## config.mk

```make
export PLATFORM = sky130hd
export DESIGN_NAME = input_command_scheduler
export DESIGN_NICKNAME = d
export VERILOG_FILES = /design/src/rtl/input_command_scheduler.sv
export SDC_FILE = /design/constraint.sdc
export NUM_CORES = 1
export LEC_CHECK = 0
export ABC_CLOCK_PERIOD_IN_PS = 2700
export BUFFER_PORTS_ARGS = -buffer_cell sky130_fd_sc_hd__buf_4
export CAP_MARGIN = 20
export CORE_MARGIN = 10
export CORE_UTILIZATION = 52
export DETAILED_ROUTE_END_ITERATION = 7
export PLACE_DENSITY = 0.77
export SLEW_MARGIN = 20
export SYNTH_ARGS = -nofsm -noshare
export SYNTH_HDL_FRONTEND = slang
export SYNTH_SLANG_ARGS = --single-unit
```

## constraint.sdc

```tcl
create_clock -name clk -period 2.7 [get_ports clk]
set_input_delay 0.27 -clock clk [delete_from_list [all_inputs] [get_ports clk]]
set_output_delay 0.27 -clock clk [all_outputs]
set_load 0.02 [all_outputs]
```

## src/rtl/input_command_scheduler.sv

```systemverilog
// Input command scheduler: turns debounced button levels into one-deep
// pending commands and offers them over a valid/ready port. Left and right
// also auto-repeat (DAS delay, then ARR period) while held alone.
module input_command_scheduler #(
  parameter int unsigned DAS_CYCLES = 20_000_000,
  parameter int unsigned ARR_CYCLES = 5_000_000
) (
  input  logic       clk,
  input  logic       reset,
  input  logic       enable,
  input  logic       btn_left,
  input  logic       btn_right,
  input  logic       btn_rotate,
  input  logic       btn_drop,
  output logic       cmd_valid,
  output logic [2:0] cmd_code,
  input  logic       cmd_ready,
  output logic       overrun,
  output logic [1:0] dbg_hstate
);

  // Handshake: a command transfers at a rising edge where cmd_valid and
  // cmd_ready are both high; cmd_code holds while cmd_valid=1 and
  // cmd_ready=0 unless a higher-priority command becomes pending.

  typedef enum logic [1:0] {
    H_IDLE   = 2'd0,
    H_DELAY  = 2'd1,
    H_REPEAT = 2'd2
  } h_state_e;

  localparam logic [31:0] DAS_LAST = 32'(DAS_CYCLES - 1);
  localparam logic [31:0] ARR_LAST = 32'(ARR_CYCLES - 1);

  // Bit order for buttons and pending: [3] drop, [2] rotate, [1] right, [0] left.
  logic [3:0] btn_now;
  logic [3:0] btn_old_q, btn_old_d;
  logic [3:0] pend_q, pend_d;
  logic       overrun_q, overrun_d;
  h_state_e   h_state_q, h_state_d;
  logic [31:0] hcnt_q, hcnt_d;
  logic       hdir_q, hdir_d;  // 0 = left, 1 = right

  logic [3:0] press_ev;
  logic [3:0] rep_ev;
  logic [3:0] events;
  logic [3:0] sel;
  logic [3:0] clear;
  logic [2:0] code;
  logic       rep_fire;
  logic       hdir_held;
  logic       both_held;
  logic       xfer;

  assign btn_now   = {btn_drop, btn_rotate, btn_right, btn_left};
  assign btn_old_d = btn_now;
  assign press_ev  = btn_now & ~btn_old_q;
  assign hdir_held = hdir_q ? btn_right : btn_left;
  assign both_held = btn_left & btn_right;

  // Horizontal auto-repeat FSM: next state, counter and repeat strobe.
  always_comb begin
    h_state_d = h_state_q;
    hcnt_d    = hcnt_q;
    hdir_d    = hdir_q;
    rep_fire  = 1'b0;
    if (!enable) begin
      h_state_d = H_IDLE;
      hcnt_d    = '0;
    end else begin
      case (h_state_q)
        H_IDLE: begin
          if (btn_left ^ btn_right) begin
            h_state_d = H_DELAY;
            hcnt_d    = '0;
            hdir_d    = btn_right;
          end
        end
        H_DELAY: begin
          if (!hdir_held || both_held) begin
            h_state_d = H_IDLE;
            hcnt_d    = '0;
          end else if (hcnt_q == DAS_LAST) begin
            rep_fire  = 1'b1;
            hcnt_d    = '0;
            h_state_d = H_REPEAT;
          end else begin
            hcnt_d = hcnt_q + 32'd1;
          end
        end
        H_REPEAT: begin
          if (!hdir_held || both_held) begin
            h_state_d = H_IDLE;
            hcnt_d    = '0;
          end else if (hcnt_q == ARR_LAST) begin
            rep_fire = 1'b1;
            hcnt_d   = '0;
          end else begin
            hcnt_d = hcnt_q + 32'd1;
          end
        end
        default: begin
          h_state_d = H_IDLE;
          hcnt_d    = '0;
        end
      endcase
    end
  end

  assign rep_ev = rep_fire ? (hdir_q ? 4'b0010 : 4'b0001) : 4'b0000;
  assign events = enable ? (press_ev | rep_ev) : 4'b0000;

  // Fixed priority select over pending bits: drop > rotate > left > right.
  always_comb begin
    sel  = 4'b0000;
    code = 3'd0;
    if (pend_q[3]) begin
      sel  = 4'b1000;
      code = 3'd4;
    end else if (pend_q[2]) begin
      sel  = 4'b0100;
      code = 3'd3;
    end else if (pend_q[0]) begin
      sel  = 4'b0001;
      code = 3'd1;
    end else if (pend_q[1]) begin
      sel  = 4'b0010;
      code = 3'd2;
    end
  end

  // Outputs are masked by enable so nothing is offered or flagged while paused.
  assign cmd_valid  = enable & (|pend_q);
  assign cmd_code   = cmd_valid ? code : 3'd0;
  assign overrun    = enable & overrun_q;
  assign dbg_hstate = h_state_q;

  assign xfer  = cmd_valid & cmd_ready;
  assign clear = xfer ? sel : 4'b0000;

  // Pending update: a transferring bit hit by a new event stays set without
  // overrun; an event on a set, non-transferring bit is an overrun.
  always_comb begin
    pend_d    = 4'b0000;
    overrun_d = 1'b0;
    if (enable) begin
      pend_d    = (pend_q & ~clear) | events;
      overrun_d = |(events & pend_q & ~clear);
    end
  end

  // State registers; btn_old loads the live buttons during reset so a
  // button held across reset release is not seen as a press.
  always_ff @(posedge clk) begin
    if (reset) begin
      btn_old_q <= btn_now;
      pend_q    <= 4'b0000;
      overrun_q <= 1'b0;
      h_state_q <= H_IDLE;
      hcnt_q    <= '0;
      hdir_q    <= 1'b0;
    end else begin
      btn_old_q <= btn_old_d;
      pend_q    <= pend_d;
      overrun_q <= overrun_d;
      h_state_q <= h_state_d;
      hcnt_q    <= hcnt_d;
      hdir_q    <= hdir_d;
    end
  end

endmodule

```

==> results of run 1 <==
## per-stage QoR
step	utilization (%)	area (sq um)	worst slack, ns
after floorplan	-	2270	0.331
after global placement	59.7	2460	0.478
after detailed placement	59.7	2460	0.403
after CTS	62.0	2550	0.354
after global routing	62.0	2550	0.165
final	62.0	2550	0.345
## power breakdown
part | internal [mW] | switching (mW)
combinational | 0.0384 | 0.0531
sequential | 0.656 | 0.00525
clock | 0.208 | 0.215
## path summary, 6_finish.rpt
path | start | endpoint | cells past startpoint
hold / removal | btn_rotate | btn_old_q[2] | 1
setup reg to reg | dbg_hstate[0] | hcnt_q[30] | 8
setup / recovery | dbg_hstate[0] | hcnt_q[30] | 8
hold reg to reg | hcnt_q[1] | hcnt_q[1] | 2
## flip-flops by register name, summed over array words and instances (netlist names)
name	cells
dbg_hstate	2
btn_old_q	4
hdir_q	1
hcnt_q	32
pend_q	4
overrun_q	1
## metal layers
layer / vias to the layer above / global-route usage (%)
met1: 872 / 17.8
li1: 992 / -
met2: 42 / 19.7
met4: 0 / 4.64
met3: 14 / 4.92
met5: - / 0
## cells in the final DEF (no fill, tap or decap), drive strengths merged, types with 7 or more instances in the layout
| cell | netlist | routed |
|---|---|---|
| xor2 | 10 | 10 |
| a31oi | 8 | 8 |
| nand2b | 7 | 7 |
| nand3 | 19 | 19 |
| xnor2 | 13 | 13 |
| nor2b | 8 | 8 |
| inv | 7 | 7 |
| or4 | 7 | 7 |
| buf | 3 | 20 |
| dfxtp | 44 | 44 |
| nand4 | 8 | 8 |
| clkbuf | 5 | 7 |
| a21oi | 10 | 10 |
| nand2 | 21 | 21 |
| nor2 | 37 | 37 |
## worst reg2reg max path: stages (launching register included)
cell and delay [ns]:
dfxtp_1 0.39, inv_1 0.08, ha_1 0.24, nor2b_1 0.21
nor4b_2 0.63, nand2_1 0.17, or3_1 0.36, xnor2_1 0.14
nor2_1 0.05
## cell families (layout without fill, tap and decap cells)
logic type	count (synthesis)	in the layout	synth area share, %
AO/OA/AOI/OAI	31	31	9.03
multiplexers	3	3	1.38
AND/OR/NAND/NOR	148	148	36.3
buffers and inverters	15	35	2.86
flip-flops	44	44	38.8
adder cells (fa/ha/maj)	5	5	2.75
XOR/XNOR	23	23	8.87
## cell type report
class                      count  area (sq um)  area share (%)
clock inverter                 1          7.51           0.294
sequential                    44           881            34.5
inverter                       7          26.3            1.03
clock buffer                   7          86.3            3.38
timing repair buffer          20           163            6.37
tap                           50          62.6            2.45
multi-input combinational    210          1330            52.0
==> run metrics, run 1 <==
CTS buffer count=5; antenna-violating nets left=0; Synth Cell Area=0.00227 sq mm; Via Count=1920; Required @ worst endpoint=2.90 ns; Slew @ Worst Pin=0.636 ns; Placer Congestion=0.813; Initial Util=55.2%; crit end category=flop; width of the die=86.1 microns; Tmin final=2.36 ns; Top Metal Used=met4; number of placement rows=23; M1 WL=2380 microns; num ports=15; top cells by area, synth=dfxtp_1 (39%), nor2_1 (6.1%), xnor2_1 (5.0%); Iter 0 DRT Violations=140; overall power=1.18 mW; die area=0.00741 sq mm; CTS clk-pin slew, worst paths=0.08 ns; crit-path max cell delay=0.63 ns; share of cells above drive strength 1=12.5%; Core ar.=0.00412 sq mm; Port Buffers=14; drt total wl=4680 microns; top cell type's share of synthesized area=38.8%; CP Launch Type=flop; HP Class=in2reg; crit path kind=reg2reg; hold buffers post-CTS=0; worst hold margin=0.0815 ns; status=finished, final reports clean; Detail Route met3 WL=226 microns; final routed DRC violation total=0; WL met2=2000 microns; Seq/Total Area, Yosys=38.8%; worst path buffer plus inverter count=1; CTS Sinks=44; count leader, synth=dfxtp_1; Slowest cell on crit path=nor4b_2; max_cap viols=0; Main synth FF type=dfxtp_1; Lkg Pwr=0.847 nW; Max Clock Freq=425 MHz; Cell Chain, Critical Path=inv_1 > ha_1 > nor2b_1 > nor4b_2 > nand2_1 > or3_1 > xnor2_1 > nor2_1; clock root buffer=clkbuf_8; Detailed Place HPWL=3420 microns; synth cell count leaders=dfxtp_1 (44), nor2_1 (37), nand2_1 (21); first-pass GRT wire length=8340 microns; H-tree depth reported by CTS=2; Area Overhead vs Synth=12.3%; area leader, netlist=dfxtp_1; antenna cells=0; CTS Buffer Depth=2; Post-Synthesis Cells=269; Pins Over Slew Limit=0; crit path DAT=2.55 ns; nets@finish=301; synth warn=0; Fillers=361; Rel. slew slack=57.5%; global route overflow=0; Mapped Nets=282; vias in the first global route=1823; TritonCTS clock tree=yes; largest net degree at the start of global routing=21; Fin. Hold Viols=0; power density over cell area=460 mW/mm^2; routed vias/inst=5.66; Setup Skew=0.00467 ns; post-cts sizing count=0; crit path max fanout=7; initial antenna violation count=0; wire per inst=13.8 microns; count of flip-flops with a built-in enable after synthesis=0; drt first pass iters=4; Yosys cell types=48; IR drop worst, VDD=0.000290 V; RSZ-0062 raised after global routing=false; async set-reset flop share out of synthesis=0%; postcts setup bufs=0; clock insertion delay at the later pin of the skew report=0.30 ns; Seq cells post-synth=44; synthesized area per cell=8.45 sq um; post-route clock period utilization=87.2%; Crit path max-delay family=simple AND/OR/NAND/NOR gates; dpl cells=331; Post-Layout Cell Count=339; gr usage total=13.5%; Setup violations, final=0; Setup TNS Final=0 ns; Die Ht=86.1 microns; reg-to-reg setup timing slack=0.34 ns
(Power assumes the default switching activity.)
==> run 2: changes to the inputs <==
- CELL_PAD_IN_SITES_DETAIL_PLACEMENT: unset -> 1
- CELL_PAD_IN_SITES_GLOBAL_PLACEMENT: unset -> 1
- CORE_UTILIZATION: 52 -> 30
- PLACE_DENSITY: 0.77 -> 0.63
==> run 2 against run 1 <==
Global-route usage is 2.8 points lower. Hold slack barely moved. Cell count is 15% higher. Sequential share of layout area down 1.3 points. Register-to-register slack gained 0.04 ns.
==> run metrics, run 2 (same netlist as run 1, synthesis figures left out) <==
Int Power=0.970 mW (+7.6%); Core Util, Final=36.3% (-26 points); die area=0.0115 sq mm (+55%); antenna cells=0 (unchanged); power density over cell area=475 mW/mm^2 (+3.3%); reg-to-reg setup timing slack=0.39 ns (+0.04 ns); CP Launch Type=flop; final routed DRC violation total=0 (unchanged); Via Count=1957 (+1.9%); Placer Congestion=0.769 (-5.4%); drt total wl=5830 microns (+25%); biggest regs=hcnt_q: 32 flops, btn_old_q: 4 flops, pend_q: 4 flops; CTS Sinks=44 (unchanged); overall power=1.26 mW (+7.2%); Initial Util=31.2% (-24 points); global route overflow=0 (unchanged); largest net degree at the start of global routing=20 (-4.8%); width of the die=107 microns (+24%); worst slack, placed=0.370 ns (-0.0325 ns); wire per inst=14.9 microns (+8.1%); WL met2=2870 microns (+43%); M1 WL=2820 microns (+19%); Largest register FFs=32 (unchanged); vias in the first global route=2042 (+12%); number of placement rows=31 (+35%); crit end category=flop; gr usage total=10.8% (-2.8 points); antenna-violating nets left=0 (unchanged); hold buffers post-CTS=0 (unchanged); Max Clock Freq=432 MHz (+1.8%); setup ws final=0.386 ns (+0.0416 ns); Area Overhead vs Synth=16.6%; most common cell after layout, fill and taps aside=dfxtp_1; HP Class=in2reg; Detail Route met3 WL=98 microns (-57%); status=finished, final reports clean; min-delay src=btn_rotate; Cell Chain, Critical Path=inv_1 > ha_1 > nor2b_1 > nor4b_2 > nand2_1 > or3_1 > xnor2_1 > nor2_1; clock root buffer=clkbuf_8; initial antenna violation count=0 (unchanged); RSZ-0062 raised after global routing=false; CTS clk-pin slew, worst paths=0.08 ns (about the same); Net Sw Frac=23.0% (-0.25 points); worst hold stages=1 (unchanged); Port Buffers=14 (unchanged); logic gate share of total power=7.7% (about the same); first-pass GRT wire length=10200 microns (+23%); Slowest cell on crit path=nor4b_2; Rel. slew slack=61.8% (+4.3 points); worst path buffer plus inverter count=1 (unchanged); worst r2r dst=hcnt_q[30]; Seq pwr share=52.4% (-3.8 points); Top Metal Used=met4; nets@finish=304 (+1.0%); Fin. Hold Viols=0 (unchanged); crit path max fanout=7 (unchanged); Required @ worst endpoint=2.90 ns (about the same); post-cts sizing count=0 (unchanged); Core ar.=0.00729 sq mm (+77%); commonest cells after routing, fill and taps aside=dfxtp_1 (44), nor2_1 (37), buf_4 (22), nand2_1 (21), nand3_1 (19); CTS buffer count=5 (unchanged); postcts setup bufs=0 (unchanged); routed vias/inst=5.01 (-12%); total net switching power=0.290 mW (+6.1%); crit-path max cell delay=0.57 ns (-0.06 ns); post-route clock period utilization=85.7% (-1.5 points); Clk network pwr share=39.8% (+3.8 points); num ports=15 (unchanged); Most flops, register=hcnt_q; Reg2Reg Depth=8 (unchanged); drt first pass iters=4 (unchanged); share of cells above drive strength 1=13.4% (+0.90 points); Detailed Place HPWL=4440 microns (+30%); Crit path max-delay family=simple AND/OR/NAND/NOR gates; clock insertion delay at the later pin of the skew report=0.30 ns (about the same); H-tree depth reported by CTS=2 (unchanged); Hold EP=btn_old_q[2]; max_cap viols=0 (unchanged); Fillers=911 (+150%); crit path DAT=2.51 ns (-0.04 ns); Tmin final=2.31 ns (-0.0416 ns); CTS Buffer Depth=2 (unchanged); Setup Skew=0.00537 ns (+0.000700 ns); IR drop worst, VDD=0.000164 V (-43%); Setup TNS Final=0 ns (unchanged); Lkg Pwr=0.872 nW (+2.9%); TritonCTS clock tree=yes; Crit Reg-Reg Startpoint=dbg_hstate[1]; Setup violations, final=0 (unchanged); Iter 0 DRT Violations=85 (-39%); Slew @ Worst Pin=0.572 ns (-0.0640 ns); Die Ht=107 microns (+24%); crit path kind=reg2reg; Pins Over Slew Limit=0 (unchanged)
run 2: cell types whose count changed in the layout (fill, tap and decap cells not counted):
cell	before	now
clkinv_2	0	1
bufinv_16	0	1
buf_4	19	22
clkbuf_8	6	5
clkinvlp_4	1	0
run 2: metrics by stage:
| stage | hold WS [ns] | instance area [sq um] | std cells |
|---|---|---|---|
| after floorplan | 0.298 | 2270 | 269 |
| after global placement | 0.383 | 2540 | 383 |
| after detailed placement | 0.386 | 2540 | 383 |
| after CTS | 0.0696 | 2650 | 391 |
| after global routing | 0.0651 | 2650 | 391 |
| final | 0.0813 | 2650 | 391 |
run 2: power groups by stage:
stage	clock network [mW]	logic, mW	registers (mW)
after detailed placement	0	0.0981	0.676
after floorplan	0	0.0575	0.676
final	0.502	0.0973	0.661
after global routing	0.549	0.108	0.662
after global placement	0	0.0966	0.676
after CTS	0.525	0.0987	0.661
run 2: how the worst max path moves through the flow:
stage                        from         end  depth (start not counted)
finish              dbg_hstate[1]  hcnt_q[30]                          8
global route        dbg_hstate[1]  hcnt_q[30]                          8
CTS                 dbg_hstate[1]  hcnt_q[30]                          8
detailed placement  dbg_hstate[0]  hcnt_q[30]                          8
global placement    dbg_hstate[0]  hcnt_q[30]                          8
floorplan           dbg_hstate[0]  hcnt_q[31]                          9
run 2: cell type report:
type / instances / area [sq um] / area share, %
Clock buffer: 6 / 72.6 / 2.74
Clock inverter: 2 / 35.0 / 1.32
Inverter: 7 / 26.3 / 0.992
Multi-Input combinational cell: 210 / 1330 / 50.0
Sequential cell: 44 / 881 / 33.2
Tap cell: 99 / 124 / 4.67
Timing Repair Buffer: 23 / 185 / 6.99
run 2: worst reg2reg max path, cell delays in order (launching register included):
cell and delay (ns):
dfxtp_1 0.39, inv_1 0.09, ha_1 0.23, nor2b_1 0.20, nor4b_2 0.57, nand2_1 0.18
or3_1 0.36, xnor2_1 0.14, nor2_1 0.05
run 2: metal layers:
metal	track usage (%)	vias up
li1	-	996
met1	13.6	942
met2	18.2	15
met3	2.22	4
met4	2.71	0
met5	0	-
==> run 3: changes to the inputs <==
- REMOVE_ABC_BUFFERS: unset -> 1
==> run 3 against run 2 <==
Combinational power is 2.8% lower. Fmax is 0.69% higher. Register-to-register slack better by 0.02 ns. Cell count is 0.26% lower. Routed wire length is 3.1% lower. Via count is 0.92% lower. Sequential cell count stayed put. Sequential power hardly changed. Power is 5.3% lower. Sequential share of layout area is 0.27 points higher. Critical path type unchanged. Critical endpoint is now hcnt_q[31].
==> run metrics, run 3 (same netlist as run 1, synthesis figures left out) <==
final routed DRC violation total=0 (unchanged); Lkg Pwr=0.858 nW (-1.6%); M3 GR Usage=2.57% (+0.36 points); initial antenna violation count=0 (unchanged); H-tree depth reported by CTS=2 (unchanged); drt first pass iters=4 (unchanged); Detailed Place HPWL=4230 microns (-4.7%); antenna-violating nets left=0 (unchanged); CTS buffer count=5 (unchanged); wire per inst=14.5 microns (-2.9%); CTS Buffer Depth=2 (unchanged); Iter 0 DRT Violations=87 (+2.4%); most common cell after layout, fill and taps aside=dfxtp_1; Most flops, register=hcnt_q; post-route clock period utilization=85.1% (-0.58 points); hold buffers post-CTS=0 (unchanged); global route overflow=0 (unchanged); Fillers=913 (+0.22%); power density over cell area=454 mW/mm^2 (-4.5%); Tmin final=2.30 ns (-0.0158 ns); antenna cells=0 (unchanged); crit path max fanout=7 (unchanged); Via Count=1939 (-0.92%); routed vias/inst=4.97 (-0.67%); Die Ht=107 microns (unchanged); gr usage total=10.3% (-0.44 points); Max Clock Freq=435 MHz (+0.69%); biggest regs=hcnt_q: 32 flops, btn_old_q: 4 flops, pend_q: 4 flops; GR peak layer=met2; first-pass GRT wire length=9890 microns (-3.4%); CP Launch Type=flop; clock root buffer=clkbuf_8; Post-DP Area=0.00253 sq mm (-0.30%); HP Class=in2reg; crit end category=flop; overall power=1.19 mW (-5.3%); width of the die=107 microns (unchanged); Placer Congestion=0.728 (-5.3%); commonest cells after routing, fill and taps aside=dfxtp_1 (44), nor2_1 (37), nand2_1 (21), buf_4 (21), nand3_1 (19); Initial Util=31.2% (unchanged); crit path kind=reg2reg; drt total wl=5650 microns (-3.1%); Port Buffers=14 (unchanged); TritonCTS clock tree=yes; die area=0.0115 sq mm (unchanged); GRT met1 Usage=14.1% (+0.53 points); status=finished, final reports clean; CTS Sinks=44 (unchanged); crit path DAT=2.49 ns (-0.02 ns); number of placement rows=31 (unchanged); Rel. slew slack=65.3% (+3.5 points); IR drop worst, VDD=0.000139 V (-15%); Setup violations, final=0 (unchanged); clock insertion delay at the later pin of the skew report=0.30 ns (about the same); Setup Skew=0.00432 ns (-0.00105 ns); Pins Over Slew Limit=0 (unchanged); Largest register FFs=32 (unchanged); Fin. Hold Viols=0 (unchanged); design area=0.00263 sq mm (-0.80%); Multi-input gate area=0.00133 sq mm (unchanged); Required @ worst endpoint=2.90 ns (about the same); vias in the first global route=1964 (-3.8%); register area=881 sq um (unchanged); share of cells above drive strength 1=13.1% (-0.30 points); Area Overhead vs Synth=15.7%; post-cts sizing count=0 (unchanged); Setup TNS Final=0 ns (unchanged); worst hold margin=0.0780 ns (-0.00339 ns); nets@finish=303 (-0.33%); RSZ-0062 raised after global routing=false; num ports=15 (unchanged); met2 Usage GRT=15.8% (-2.4 points); Slew @ Worst Pin=0.520 ns (-0.0521 ns); Core ar.=0.00729 sq mm (unchanged); postcts setup bufs=0 (unchanged); max_cap viols=0 (unchanged); largest net degree at the start of global routing=24 (+20%); CTS clk-pin slew, worst paths=0.09 ns (about the same)
run 3: cell types whose count changed in the layout (fill, tap and decap cells not counted), sizes merged:
cell      previous run  this run
bufinv               1         0
buf                 23        22
clkbuf               6         7
clkinvlp             0         1
clkinv               1         0
run 3: report_power, final:
group / leakage [nW] / switching, mW / internal (mW)
sequential: 0.356 / 0.00503 / 0.656
clock: 0.0445 / 0.230 / 0.208
combinational: 0.457 / 0.0562 / 0.0384
total: 0.858 / 0.291 / 0.902
run 3: area by class of cell:
cell class                 count  share of cell area (%)
clock buffer                   7                    3.28
clock inverter                 1                   0.286
inverter                       7                    1.00
multi-input combinational    210                    50.5
sequential                    44                    33.5
tap                           99                    4.71
timing repair buffer          22                    6.76
run 3: path summary, 6_finish.rpt:
check / start / to / slack [ns] / cells past startpoint
hold reg to reg: hcnt_q[1] / hcnt_q[1] / 0.50 / 2
setup reg to reg: dbg_hstate[0] / hcnt_q[31] / 0.40 / 8
hold / removal: btn_rotate / btn_old_q[2] / 0.08 / 1
setup / recovery: dbg_hstate[0] / hcnt_q[31] / 0.40 / 8
run 3: routing by layer:
| layer | vias to the layer above | routed length [microns] |
|---|---|---|
| met5 | - | 0 |
| met4 | 0 | 51 |
| met3 | 4 | 200 |
| met2 | 22 | 2470 |
| met1 | 918 | 2930 |
| li1 | 995 | - |
run 3: worst max-delay path, cell delays in order (launching register included):
cell,delay [ns]
dfxtp_1,0.38
inv_1,0.08
ha_1,0.25
nor2b_1,0.23
nor4b_4,0.33
nand3_1,0.31
nor4_1,0.40
xnor2_1,0.16
nor2_1,0.05
run 3: metrics by stage:
step	setup slack [ns]	cells	util [%]
2_1_floorplan	0.317	261	-
3_3_place_gp	0.388	382	34.8
3_5_place_dp	0.367	382	34.8
4_1_cts	0.345	390	36.1
5_1_grt	0.209	390	36.1
6_report	0.402	390	36.1
